===== src/rtl/lsu_mem_adapter.sv =====
// Load/store adapter: turns byte..dword requests into aligned 64-bit memory
// accesses with a bytemask, then aligns and extends read data into a one-cycle response.
module lsu_mem_adapter #(
  parameter int DMEM_ADDRESS_WIDTH = 20
) (
  input  logic                          clk,
  input  logic                          reset,
  input  logic                          req_valid,
  output logic                          req_ready,
  input  logic                          req_write,
  input  logic [1:0]                    req_size,
  input  logic                          req_signed,
  input  logic [DMEM_ADDRESS_WIDTH-1:0] req_addr,
  input  logic [63:0]                   req_wdata,
  output logic                          resp_valid,
  output logic                          resp_err,
  output logic [63:0]                   resp_rdata,
  output logic [15:0]                   last_latency,
  output logic [DMEM_ADDRESS_WIDTH-1:0] mem_address,
  output logic [63:0]                   mem_data_in,
  output logic [7:0]                    mem_bytemask,
  output logic                          mem_write,
  output logic                          mem_start_access,
  input  logic                          mem_access_done,
  input  logic [63:0]                   mem_data_out
);
  localparam int AW = DMEM_ADDRESS_WIDTH;
  localparam logic [1:0] S_IDLE = 2'd0, S_BUSY = 2'd1, S_RESP = 2'd2;

  logic [1:0]    state_q, state_d;
  logic          wr_q, wr_d, sgn_q, sgn_d, err_q, err_d;
  logic [1:0]    size_q, size_d;
  logic [AW-1:0] addr_q, addr_d;
  logic [63:0]   wdata_q, wdata_d, rdata_q, rdata_d;
  logic [15:0]   cnt_q, cnt_d, lat_q, lat_d;

  logic          misaligned, busy;
  logic [5:0]    sh;
  logic [15:0]   cnt_inc;
  logic [63:0]   ld_shift, ld_data;
  logic [7:0]    base_mask;

  always_comb begin
    case (req_size)
      2'd0:    misaligned = 1'b0;
      2'd1:    misaligned = req_addr[0];
      2'd2:    misaligned = |req_addr[1:0];
      default: misaligned = |req_addr[2:0];
    endcase
  end

  assign sh      = {addr_q[2:0], 3'b000};
  assign cnt_inc = (cnt_q == 16'hFFFF) ? cnt_q : cnt_q + 16'd1;

  // Extract the addressed field from the aligned dword, then extend it.
  assign ld_shift = mem_data_out >> sh;
  always_comb begin
    case (size_q)
      2'd0:    ld_data = {{56{sgn_q & ld_shift[7]}},  ld_shift[7:0]};
      2'd1:    ld_data = {{48{sgn_q & ld_shift[15]}}, ld_shift[15:0]};
      2'd2:    ld_data = {{32{sgn_q & ld_shift[31]}}, ld_shift[31:0]};
      default: ld_data = ld_shift;
    endcase
  end

  always_comb begin
    state_d = state_q;
    wr_d    = wr_q;
    size_d  = size_q;
    sgn_d   = sgn_q;
    addr_d  = addr_q;
    wdata_d = wdata_q;
    err_d   = err_q;
    rdata_d = rdata_q;
    cnt_d   = cnt_q;
    lat_d   = lat_q;
    case (state_q)
      S_IDLE: begin
        if (req_valid) begin
          wr_d    = req_write;
          size_d  = req_size;
          sgn_d   = req_signed;
          addr_d  = req_addr;
          wdata_d = req_wdata;
          rdata_d = '0;
          err_d   = misaligned;
          cnt_d   = '0;
          state_d = misaligned ? S_RESP : S_BUSY;
        end
      end
      S_BUSY: begin
        cnt_d = cnt_inc;
        if (mem_access_done) begin
          // Count includes the done cycle itself.
          lat_d   = cnt_inc;
          rdata_d = wr_q ? '0 : ld_data;
          state_d = S_RESP;
        end
      end
      S_RESP:  state_d = S_IDLE;
      default: state_d = S_IDLE;
    endcase
  end

  always_ff @(posedge clk) begin
    if (reset) begin
      state_q <= S_IDLE;
      wr_q    <= 1'b0;
      size_q  <= '0;
      sgn_q   <= 1'b0;
      addr_q  <= '0;
      wdata_q <= '0;
      err_q   <= 1'b0;
      rdata_q <= '0;
      cnt_q   <= '0;
      lat_q   <= '0;
    end else begin
      state_q <= state_d;
      wr_q    <= wr_d;
      size_q  <= size_d;
      sgn_q   <= sgn_d;
      addr_q  <= addr_d;
      wdata_q <= wdata_d;
      err_q   <= err_d;
      rdata_q <= rdata_d;
      cnt_q   <= cnt_d;
      lat_q   <= lat_d;
    end
  end

  always_comb begin
    case (size_q)
      2'd0:    base_mask = 8'h01;
      2'd1:    base_mask = 8'h03;
      2'd2:    base_mask = 8'h0F;
      default: base_mask = 8'hFF;
    endcase
  end

  // Memory command is a pure function of latched state, so it holds for all of BUSY.
  assign busy             = (state_q == S_BUSY);
  assign mem_start_access = busy;
  assign mem_address      = busy ? {addr_q[AW-1:3], 3'b000} : '0;
  assign mem_data_in      = busy ? (wdata_q << sh) : '0;
  assign mem_bytemask     = busy ? (wr_q ? (base_mask << addr_q[2:0]) : 8'hFF) : 8'h00;
  assign mem_write        = busy & wr_q;

  assign req_ready    = (state_q == S_IDLE);
  assign resp_valid   = (state_q == S_RESP);
  assign resp_err     = resp_valid & err_q;
  assign resp_rdata   = resp_valid ? rdata_q : '0;
  assign last_latency = lat_q;
endmodule


===== config.mk =====
export PLATFORM = sky130hd
export DESIGN_NAME = lsu_mem_adapter
export DESIGN_NICKNAME = d
export VERILOG_FILES = /design/src/rtl/lsu_mem_adapter.sv
export SDC_FILE = /design/constraint.sdc
export NUM_CORES = 1
export LEC_CHECK = 0
export BUFFER_PORTS_ARGS = -buffer_cell sky130_fd_sc_hd__buf_2
export CAP_MARGIN = 10
export CORE_ASPECT_RATIO = 0.9
export CORE_UTILIZATION = 50
export DETAILED_ROUTE_END_ITERATION = 10
export HOLD_SLACK_MARGIN = 0.12
export PLACE_DENSITY = 0.79
export SLEW_MARGIN = 5
export SYNTH_ARGS = -nofsm -noshare
export SYNTH_HDL_FRONTEND = slang
export SYNTH_SLANG_ARGS = --single-unit
export TNS_END_PERCENT = 20

===== constraint.sdc =====
create_clock -name clk -period 2.5 [get_ports clk]
set_input_delay 0.125 -clock clk [delete_from_list [all_inputs] [get_ports clk]]
set_output_delay 0.125 -clock clk [all_outputs]
set_load 0.1 [all_outputs]

---- Yosys cells after proc, flatten, opt, wreduce, memory -nomap -nowiden ----
Index checks and enable logic that the tools add are counted.
storage, ports and cells
  register bits after elaboration ......... 187
  bits of input ports ..................... 156
  output and inout port bits .............. 177
operators by class
  bitwise operators ....................... 5
  mux-type cells .......................... 19
  reduce and logical (&&, ||, !) cells .... 11
  eq/ne operators ......................... 9
  $add $sub $neg .......................... 1
  shift operators ......................... 3
operators with widths
  cell                                                             number
  64-bit two-way mux                                               5
  64-bit one-hot mux with 3 select lines                           1
  64-bit one-hot mux with 2 select lines                           1
  64-bit by 6-bit << shifter with 64-bit output                    1
  64-bit by 6-bit >> shifter with 64-bit output                    1
  16-bit two-way mux                                               2
  16-bit one-hot mux with 2 select lines                           1
  8-bit one-hot mux with 3 select lines                            1
  20-bit two-way mux                                               1
  16-bit by 1-bit adder with 16-bit output, second input constant  1
  16-bit == test, second input constant                            1
  8-bit two-way mux                                                2
  2-bit AND reduction                                              4
  8-bit by 3-bit << shifter with 8-bit output                      1
  2-bit by 1-bit == test with 1-bit output, second input constant  3
  2-bit == test, second input constant                             3
  2-bit logical NOT                                                3
  2-bit two-way mux                                                3
  1-bit bitwise AND                                                5
  2-bit inequality test, second input constant                     2
  2-bit one-hot mux with 2 select lines                            1
  1-bit one-hot mux with 3 select lines                            1
  3-bit AND reduction                                              1
  3-bit OR reduction                                               1
  other kinds (2)                                                  2

---- Logic depth before layout (Yosys ltp) ----
  word-level depth ........................ 6
  depth in mapped cells ................... 9
  mapped depth without buffers ............ 6

---- Least setup slack after synthesis ----
No wires, ideal clock.
  path type ............................... reg-to-output
  from .................................... register addr_q[1]
  to ...................................... output port mem_bytemask[0]
  buffers on the path ..................... 5
  cell stages (with the launch flop) ...... 7
  arrival time ............................ 3,400 ps
  path slack .............................. -1,025 ps
  cell sequence ........................... dfxtp_1 buf_4 buf_6 buf_6 buf_4 buf_2 o31ai_1
on the way
  word-level cells in the longest chain between the ends .. 3
RTL lines
  element                                      RTL line  source
  start: declaration                           33        logic [AW-1:0] addr_q, addr_d;
  start signal: assignment                     122       addr_q <= addr_d;
  8-bit by 3-bit << shifter with 8-bit output  145       assign mem_bytemask = busy ? (wr_q ? (base_mask << addr_q[2:0]) : 8'hFF) : 8'h00;
  8-bit two-way mux (2 in a row)               145
  end: declaration                             21        output logic [7:0] mem_bytemask,
No other way between the ends.

---- Worst setup path in the final report ----
  from .................................... register addr_q[1]
  to ...................................... output port mem_data_in[39]
on the way
  word-level cells in the longest chain between the ends .. 2
RTL lines
  element                                        RTL line  source
  64-bit by 6-bit << shifter with 64-bit output  144       assign mem_data_in = busy ? (wdata_q << sh) : '0;
  64-bit two-way mux                             144
  end: declaration                               20        output logic [63:0] mem_data_in,
No other way between the ends.

==> results.cfg <==
[worst_setup_path]
start_kind = flop
arrival_ns = 2.27
endpoint_kind = output pin
cp_top_family = multiplexers
r2r-end = rdata_q[32]
cp_data_required_time_ns = 2.38
crit_start = addr_q[1]
cp_max_fo = 55
timing.rr.start = addr_q[0]
crit_path_cell_trace = buf_12 -> mux4_2 -> a22o_1 -> buf_12
ff2ff_setup_slack_ns = 0.25
slowest_delay_ns = 0.55
path_class = reg -> out
cp_slowest_cell = mux4_2
worst-path-buf-inv = 2
cpMostUsedCell = buf_12
r2r_cells = 7

[sta]
final_max_slew_viol_count = 0
post-route-period-util_pct = 95.6
fin_skew_ns = 0.0115
layout_min_cycle_time_ns = 2.39
setup_viol = 0
fin_ws_ns = 0.110
hold_viol_final = 0
rsz0062_at_grt = no
fmax_ghz = 0.418
worst_slew_pin_slew_ns = 0.651
slew_headroom_pct = 56.5

[global_route]
top_usage_layer = met2
grt_use_total_pct = 36.9
antenna_found_initial = 8
grt_max_degree = 128
grt_pass1_vias = 12400
grt_first_pass_wirelength_mm = 69.1
use_met1_pct = 47.5
grt_util_met2_pct = 56.2
grt_overflow = 0
grt.met3_usage_pct = 10.5

[cells_and_area]
final_nets = 1919
area_delta_synth_final_pct = 38.7
fin_area_mm2 = 0.0162
final_cell_mix = 249 x nand2_1, 238 x buf_2, 184 x dfxtp_1
layout_commonest_cell = nand2_1
regArea_mm2 = 0.00375
n_fill_cell = 1682
multi_input_area_mm2 = 0.00722
drive_gt1_share_pct = 29.0

[synth]
yosysUniqueCellTypes = 71
synthCells = 1423
avgSynthCellArea_um2 = 8.21
syn-cell-area_mm2 = 0.0117
synth_edf_count = 0
synth_seq_cells = 187
ys_warn_count = 0
ys.flop_type = dfxtp_1
yosysSeqAreaShare_pct = 32.0
ys_async_sr_fraction_pct = 0

[place]
placed_area_mm2 = 0.0145
place_hpwl_mm = 30.2
place_congestion = 1.01
io_buffer_count = 329
pre_cts_ws_ns = 0.388

[routing]
drt-total-wl_mm = 44.7
firstDrtPassIters = 8
drt_iter0_drc = 1693
num_vias = 12900
route.antenna.remaining_nets = 0
via_per_inst = 6.21
drc = 0
wire_per_inst_um = 21.5

[worst_hold_path]
hold_end = rdata_q[31]
min_path_cells = 5
min-delay-start = mem_data_out[39]
hold_path_class = in -> reg

[clocking]
path_clk_slew_ns = 0.07
clock_latency_ns = 0.44
clock_path_buffers = 2
cts_tree = built
clock_sinks = 187
htreeDepth = 4
cts_root_buffer = clkbuf_16
cts_buffers = 17

[floorplan]
dieArea_mm2 = 0.0240
core.rowCount = 52
die_w_um = 163
io_pins = 333
die_h_um = 147
initial_core_util_pct = 51.5
coreArea_mm2 = 0.0227

[power]
vdd_ir_drop_max_mv = 0.436
p_per_area_mw_per_mm2 = 506
p_leak_nw = 6.48

[status]
status = complete, no violations

[flow_run]
drv_cap = 0
## routing by layer
metal | vias to the layer above | share of wire, %
met5 | - | 0.13
met4 | 2 | 5.1
met3 | 173 | 12
met2 | 889 | 45
met1 | 6065 | 38
li1 | 5780 | -
## cell type report
cell class	instances	area share, %
Timing Repair Buffer	467	26.0
Multi-Input combinational cell	1075	44.5
Inverter	14	0.324
Clock inverter	14	0.895
Clock buffer	18	2.71
Sequential cell	187	23.2
Tap cell	297	2.29
Antenna cell	7	0.108
## cell families after synthesis
group	synth area share, %
simple gates	22.2
compound gates	20.8
flops	32.0
buf+inv	7.18
mux	17.3
xor+xnor	0.375
fa+ha+maj	0.107
other cells	0.0321
## cells in the mapped netlist, drive strengths merged, types with 4 or more instances
library cell / n / area [µm²]
mux4: 49 / 1100
clkbuf: 74 / 278
a21oi: 125 / 629
nor4: 4 / 46.3
nand2: 251 / 942
a32oi: 33 / 289
and3: 16 / 100
o211ai: 5 / 37.5
nand3: 10 / 50.1
a22o: 9 / 78.8
o21ai: 95 / 475
mux2: 17 / 191
a311oi: 5 / 43.8
a31oi: 6 / 37.5
a31o: 5 / 43.8
nor3: 16 / 85.1
a211oi: 7 / 65.1
dfxtp: 187 / 3740
o22ai: 16 / 100
nor2: 95 / 364
nand2b: 13 / 81.3
and4: 5 / 43.8
mux2i: 72 / 721
inv: 14 / 52.6
nor2b: 4 / 27.5
o221ai: 11 / 96.3
nand4: 9 / 56.3
buf: 75 / 508
a2bb2oi: 7 / 61.3
and2: 108 / 677
a22oi: 38 / 285
a221o: 7 / 70.1
## stage by stage
stage                     total power [mW]  cells  TNS [ns]  hold slack [ns]  util, %
final                                 8.20   2079         0            0.141     71.4
after global routing                  8.50   2077         0            0.138     71.4
after CTS                             8.12   2067         0            0.121     70.7
after detailed placement              5.33   1940         0            0.371     63.8
after global placement                5.29   1940         0            0.365     63.8
after floorplan                       4.68   1425     -3.83            0.261        -
## sequential cells by signal, indices dropped and copies added, names as in the netlist
register / count
wdata_q: 64
rdata_q: 64
wr_q: 1
err_q: 1
last_latency: 16
sgn_q: 1
cnt_q: 16
addr_q: 20
state_q: 2
size_q: 2
## timing repair
| action | in CTS | in global routing |
|---|---|---|
| hold endpoints to repair | 95 | 0 |
| hold buffers | 95 | 0 |
| resized for setup | 2 | 27 |
| cloned | 0 | 2 |
| setup endpoints to repair | 1 | 58 |
| setup buffers | 0 | 3 |
## worst min-delay path: cells and delay by family
kind / cells / cell delay [ns]
AO/OA/AOI/OAI: 4 / 0.29
buffers and inverters: 1 / 0.13
## worst max-delay path by stage
stage	endpoint	depth (start not counted)
global route	mem_data_in[55]	8
CTS	mem_data_in[56]	7
detailed placement	last_latency[6]	5
floorplan	mem_data_in[54]	7
finish	mem_data_in[39]	4
global placement	mem_data_in[56]	7
## report_power, final
part           switching, mW  leakage [nW]  internal [mW]
clock                   1.35         0.287           1.36
sequential             0.143          1.52           3.10
combinational           1.40          4.67          0.847
No activity file was read; power rests on OpenSTA's default activity.
